[config.mk]
export PLATFORM = sky130hd
export DESIGN_NAME = pu_msp430_pwm16
export DESIGN_NICKNAME = d
export VERILOG_FILES = /design/src/rtl/pu_msp430_pwm16.sv
export SDC_FILE = /design/constraint.sdc
export NUM_CORES = 1
export LEC_CHECK = 0
export CAP_MARGIN = 20
export CORE_MARGIN = 4
export CORE_UTILIZATION = 59
export CTS_BUF_LIST = sky130_fd_sc_hd__clkbuf_8
export DETAILED_ROUTE_END_ITERATION = 10
export GPL_TIMING_DRIVEN = 1
export PLACE_DENSITY_LB_ADDON = 0.15
export SLEW_MARGIN = 5
export SYNTH_ARGS = -nofsm -noshare
export SYNTH_HDL_FRONTEND = slang
export SYNTH_SLANG_ARGS = --single-unit
[constraint.sdc]
create_clock -name mclk -period 6.5 [get_ports mclk]
set_clock_uncertainty 0.05 [all_clocks]
set_input_delay 1.3 -clock mclk [delete_from_list [all_inputs] [get_ports mclk]]
set_output_delay 1.3 -clock mclk [all_outputs]
set_load 0.1 [all_outputs]
[src/rtl/pu_msp430_pwm16.sv]
// pu_msp430_pwm16: double-buffered single-channel 16-bit PWM with period-end event
module pu_msp430_pwm16 #(
    parameter int CLK_DIV = 1
) (
    input  logic        mclk,
    input  logic        puc_rst,
    input  logic [15:0] cntrl_period,
    input  logic [15:0] cntrl_duty,
    output logic        pwm_out,
    output logic        period_evt,
    output logic [15:0] cnt_val,
    output logic        running
);
    localparam int PW = $clog2(CLK_DIV) + 1;
    localparam logic [PW-1:0] DIV_M1 = PW'(CLK_DIV - 1);
    typedef enum logic {IDLE, RUN} state_t;
    state_t        r_state, w_state_nx;
    logic [PW-1:0] r_presc, w_presc_nx;
    logic [15:0]   r_cnt, w_cnt_nx, r_period_sh, w_period_nx, r_duty_sh, w_duty_nx;
    logic          r_pwm, r_evt, w_evt_nx, w_pwm_nx, w_tick, w_wrap;
    // next-state: prescaler, counter, shadow reload at wrap, and pwm from next-state values
    always_comb begin
        w_state_nx  = r_state;
        w_presc_nx  = r_presc;
        w_cnt_nx    = r_cnt;
        w_period_nx = r_period_sh;
        w_duty_nx   = r_duty_sh;
        w_evt_nx    = 1'b0;
        w_tick      = r_presc == DIV_M1;
        w_wrap      = r_state == RUN && w_tick && r_cnt == r_period_sh;
        if (r_state == IDLE) begin
            w_presc_nx = '0;
            w_cnt_nx   = '0;
            if (cntrl_period != 16'd0) begin
                w_period_nx = cntrl_period;
                w_duty_nx   = cntrl_duty;
                w_state_nx  = RUN;
            end
        end else begin
            w_presc_nx = w_tick ? '0 : r_presc + 1'b1;
            if (w_wrap) begin
                w_cnt_nx    = '0;
                w_evt_nx    = 1'b1;
                w_period_nx = cntrl_period;
                w_duty_nx   = cntrl_duty;
                if (cntrl_period == 16'd0) begin
                    w_state_nx = IDLE;
                    w_presc_nx = '0;
                end
            end else if (w_tick) begin
                w_cnt_nx = r_cnt + 16'd1;
            end
        end
        w_pwm_nx = w_state_nx == RUN && w_cnt_nx < w_duty_nx;
    end
    // state and datapath registers with synchronous reset
    always_ff @(posedge mclk) begin
        if (puc_rst) begin
            r_state     <= IDLE;
            r_presc     <= '0;
            r_cnt       <= '0;
            r_period_sh <= '0;
            r_duty_sh   <= '0;
            r_pwm       <= 1'b0;
            r_evt       <= 1'b0;
        end else begin
            r_state     <= w_state_nx;
            r_presc     <= w_presc_nx;
            r_cnt       <= w_cnt_nx;
            r_period_sh <= w_period_nx;
            r_duty_sh   <= w_duty_nx;
            r_pwm       <= w_pwm_nx;
            r_evt       <= w_evt_nx;
        end
    end
    assign pwm_out    = r_pwm;
    assign period_evt = r_evt;
    assign cnt_val    = r_cnt;
    assign running    = r_state == RUN;
endmodule
---- Word-level counts from Yosys, hierarchy flattened ----
Cells that the tools add are included.
operators by class
  reduce and logical (&&, ||, !) cells .... 8
  equal/unequal tests ..................... 2
  magnitude comparators ................... 1
  bitwise gates (word level) .............. 2
  muxes and demuxes ....................... 17
  add/sub/neg operators ................... 2
operators with widths
  operator                                                         count
  16-bit two-way mux                                               9
  16-bit by 1-bit adder with 16-bit output, second input constant  1
  16-bit == test                                                   1
  16-bit zero test                                                 1
  16-bit less-than comparator                                      1
  16-bit nonzero test                                              1
  1-bit two-way mux                                                8
  1-bit logical AND                                                3
  2-bit by 1-bit != test with 1-bit output, second input constant  1
  1-bit NOT                                                        2
  2-bit AND reduction                                              1
  2-bit nonzero test                                               1
  2-bit OR reduction                                               1
  1-bit adder, second input constant                               1
storage, ports and cells
  bits of input ports ..................... 34
  bits in registers ....................... 52
  logic and storage cells ................. 39
  output and inout bits ................... 19

---- Longest topological paths before layout ----
  depth in word-level cells ............... 7
  mapped depth ............................ 14
  depth with buffers taken out ............ 11

---- Worst setup path before layout ----
Ideal clock, no wire load.
  kind .................................... flip-flop to flip-flop
  start point ............................. reg r_cnt[3] (netlist: cnt_val[3])
  end point ............................... reg r_pwm (netlist: pwm_out)
  buffers on the path ..................... 3
  required time ........................... 6,328 ps
  library setup time ...................... 122 ps
  stages on the path, launching flop included .. 15
  clock period less this slack ............ 3,651 ps
  setup slack ............................. 2,849 ps
  arrival time ............................ 3,479 ps
  cells stage by stage .................... dfxtp_1 -> xor2_1 -> nor4_2 -> a41o_1 -> buf_4 -> a21boi_2 -> buf_6 -> buf_12 -> mux2i_1 -> ha_1 -> nand4_1 -> nor4_1 -> nand3_1 -> mux2i_1 -> nor4b_1
between the ends
  cells in the longest elaborated chain, start to end .. 6
  elaborated cells between the ends (all ways) .. 12
  those cells by class .................... 1 x add/sub; 1 x order compare; 1 x eq/ne; 7 x mux; 2 x reduce/logical
ends and longest elaborated chain
  element                                                                     line    text
  from (decl)                                                                 19      logic [15:0] r_cnt, w_cnt_nx, r_period_sh, w_period_nx, r_duty_sh, w_duty_nx;
  from (signal assigned)                                                      69      r_cnt <= w_cnt_nx;
  16-bit by 1-bit adder with 16-bit output or 16-bit == test (tied branches)  51, 30
  16-bit two-way mux or 1-bit logical AND (tied branches)                     50, 30
  16-bit two-way mux                                                          41      if (w_wrap) begin
  16-bit two-way mux                                                          31      if (r_state == IDLE) begin
  16-bit less-than comparator                                                 54      w_pwm_nx = w_state_nx == RUN && w_cnt_nx < w_duty_nx;
  1-bit logical AND *                                                         54
  to (signal assigned)                                                        72      r_pwm <= w_pwm_nx;
  to (decl)                                                                   20      logic r_pwm, r_evt, w_evt_nx, w_pwm_nx, w_tick, w_wrap;
Mark *: on every way between the ends. The rest lies on a longest branch, timed or not.
A chain may end at the register's enable or synchronous reset.

---- Worst setup path in the final report ----
  start point ............................. in cntrl_period[2]
  end point ............................... reg r_pwm (netlist: pwm_out)
between the ends
  cells in the longest elaborated chain, start to end .. 5
  elaborated cells between the ends (all ways) .. 10
  those cells by class .................... 1 x order compare; 6 x mux; 3 x reduce/logical
ends and longest elaborated chain
  element                                                           line    text
  from (decl)                                                       7       input logic [15:0] cntrl_period,
  16-bit nonzero test or 16-bit zero test (tied branches)           34, 46
  16-bit two-way mux or 1-bit two-way mux (tied branches)           34, 46
  16-bit two-way mux or 1-bit two-way mux (tied branches)           31, 41
  16-bit less-than comparator or 1-bit two-way mux (tied branches)  54, 31
  1-bit logical AND *                                               54
Marks and branches as above.

==> impl_metrics.csv <==
group,metric,value,unit
pwr,p_leak,0.00156,µW
synth,ys_async_sr_fraction,0,
synth,ys_top_cells_by_count,"64 x nand2b_1, 51 x dfxtp_1, 48 x mux2i_1",
placement,placed_area,3500,µm²
global_routing,grt_max_degree,69,
synth,seq_area_frac_synth,0.341,
worst_setup_path,r2r_cells,13,
route,drtIter0Drc,137,
clocking,cts_tree,"built",
placement,dpl.hpwl,4.58,mm
floorplanning,die_w,79.2,µm
synth,synth_edf_count,0,
pwr,p_sw,179,µW
route,wl_per_cell,14.2,µm
clocking,hold_buffers,0,
timing,fmax,238,MHz
route,wl,6.21,mm
timing,fin_crit_sh,0.646,
route,wl_met2,2.95,mm
worst_hold_path,holdPathStages,2,
clocking,root_buffer,"clkbuf_8",
synth,synth_top_area_share,0.341,
clocking,cts.clk_slew.worst_paths,0.08,ns
finish,nNetsFinal,420,
pwr,p_per_area,184,nW/µm²
synth,syn_area,2990,µm²
synth,netlist.top_cell.by_area,"dfxtp_1",
timing,tightest_slew,0.983,ns
synth,synth_nets,372,
pwr,p_seq_frac,0.507,
synth,avgSynthCellArea,9.29,µm²
route,top_layer,"met4",
timing,hold_violations,0,
route,routed_via_density,5.34,
worst_setup_path,worstPathMaxFanout,20,
finish,drive_above_1_share,0.0350,
synth,synth.distinct_cells,32,
clocking,htreeDepth,2,
worst_setup_path,crit_arrival,4.33,ns
worst_hold_path,hold_class,"register to register",
timing,slew_headroom,0.342,
floorplanning,core-area,4820,µm²
pwr,intPower,490,µW
finish,antenna_cells,0,
worst_setup_path,end_kind,"register",
synth,yosysWarningCount,0,
floorplanning,rows,25,
pwr,clockPowerShare,0.299,
run,drv_cap,0,
route,ant_nets,0,
worst_setup_path,r2r_slack,2.47,ns
synth,synth_cells,322,
pwr,swShare,0.268,
placement,gp_congestion,0.797,
timing,setup_viol,0,
route,vias,2341,
route,met1_length,2.93,mm
status,outcome,"finished, final reports clean",
pwr,ir_drop,0.000112,V
global_routing,grt_pass1_wl,10.4,mm
route,drc,0,
clocking,post_cts_buffers,0,
clocking,cts_resized,0,
floorplanning,fp.dieH,79.2,µm
worst_setup_path,path_class,"input port to register",
clocking,cts.sinks,51,
route,wl_met3,267,µm
clocking,cts.path.max_buffers,2,
synth,synth.area.top_cells,"dfxtp_1 34%, mux2i_1 16%, nand2b_1 13%",
timing,tns,0,ns
route,first_pass_iters,5,
global_routing,grt_use_total,0.210,
clocking,clkLatencyLatePin,0.31,ns
synth,synth_top_flop_cell,"dfxtp_1",
floorplanning,fp.dieArea,6270,µm²
finish,design_area,3630,µm²
synth,yosys_register_bits,51,
global_routing,gr-total-overflow,0,
global_routing,antenna_found_initial,0,
placement,numPortBuffers,52,
floorplanning,io_pins,53,
worst_setup_path,required,6.63,ns
floorplanning,start_util,0.621,
timing,fin_crit,4.20,ns
timing,final_max_slew_viol_count,0,
pwr,comb_power_share,0.195,
clocking,cts_buffers,5,
global_routing,grt_pass1_vias,2314,
worst_setup_path,cp-start-kind,"input port",
timing,rsz0062_at_grt,"false",
finish,syn_to_final_growth,21.5,%
synth,synth_most_common_cell,"nand2b_1",
==> registers in the layout, summed over array words and instances (netlist names) <==
name,flops
cnt_val,16
r_duty_sh,16
r_period_sh,16
period_evt,1
pwm_out,1
running,1
==> worst max-delay path, cell delays in order <==
cell	delay [ns]
clkdlybuf4s50_1	0.42
nor4_1	0.42
and4_1	0.37
a21boi_4	0.17
buf_16	0.21
buf_4	0.17
mux2i_1	0.17
ha_1	0.28
nand3_1	0.10
nor4_1	0.06
a21oi_1	0.19
mux2i_1	0.10
nor4b_1	0.38
==> final timing paths <==
check,start,end
max reg2reg,cnt_val[12],pwm_out
min,r_duty_sh[11],r_duty_sh[11]
min reg2reg,r_duty_sh[11],r_duty_sh[11]
max,cntrl_period[2],pwm_out
==> layout make-up <==
type,count,area (µm²)
clock buffers,7,96.3
well taps,67,83.8
multi-input cells,250,1830
clock inverters,1,3.75
flip-flops and latches,51,1020
inverters,6,22.5
fillers,377,1180
repair buffers,56,571
==> routing by layer <==
metal	global-route usage	vias to the layer above
met3	0.0476	6
met5	0	-
met2	0.354	53
met1	0.268	1094
met4	0.0601	0
li1	-	1188
==> cell families (layout without fill, tap and decap cells) <==
family / Yosys count / count (layout) / share of synthesized area
and+or+nand+nor: 138 / 138 / 0.256
DFF: 51 / 51 / 0.341
muxes: 48 / 48 / 0.161
xor gates and xnor gates: 30 / 30 / 0.0879
buffers and inverters: 21 / 70 / 0.0477
AOI/OAI and AO/OA: 18 / 18 / 0.0393
adders and majority gates: 16 / 16 / 0.0669
==> per-stage QoR <==
| stage | instances | setup WS, ns | hold slack (ns) | power, µW | util |
|---|---|---|---|---|---|
| after floorplan | 322 | 2.85 | 0.398 | 437 | - |
| after global placement | 429 | 1.92 | 0.407 | 470 | 0.728 |
| after detailed placement | 429 | 1.82 | 0.418 | 473 | 0.728 |
| after CTS | 437 | 2.01 | 0.431 | 669 | 0.748 |
| after global routing | 438 | 2.08 | 0.450 | 698 | 0.754 |
| final | 438 | 2.30 | 0.428 | 669 | 0.754 |
==> power groups by stage <==
stage                     Combinational [µW]  Clock [µW]  Sequential, µW
after global routing                     142         214             341
after floorplan                         82.8           0             355
after global placement                   124           0             346
after detailed placement                 126           0             346
after CTS                                128         201             339
final                                    130         200             339
==> cells in the final DEF, fill, tap and decap left out, types with 5 or more instances in the layout <==
cell type	netlist	routed
ha_1	16	16
nand2b_1	64	64
nand3_1	6	6
nand2_1	5	5
nor4_1	8	8
nor2_1	37	37
xor2_1	21	21
nand4_1	7	7
mux2i_1	48	48
inv_1	6	7
dfxtp_1	51	51
a21oi_1	6	6
clkbuf_8	0	7
xnor2_1	9	9
clkdlybuf4s50_1	0	52
(Power assumes the default switching activity.)
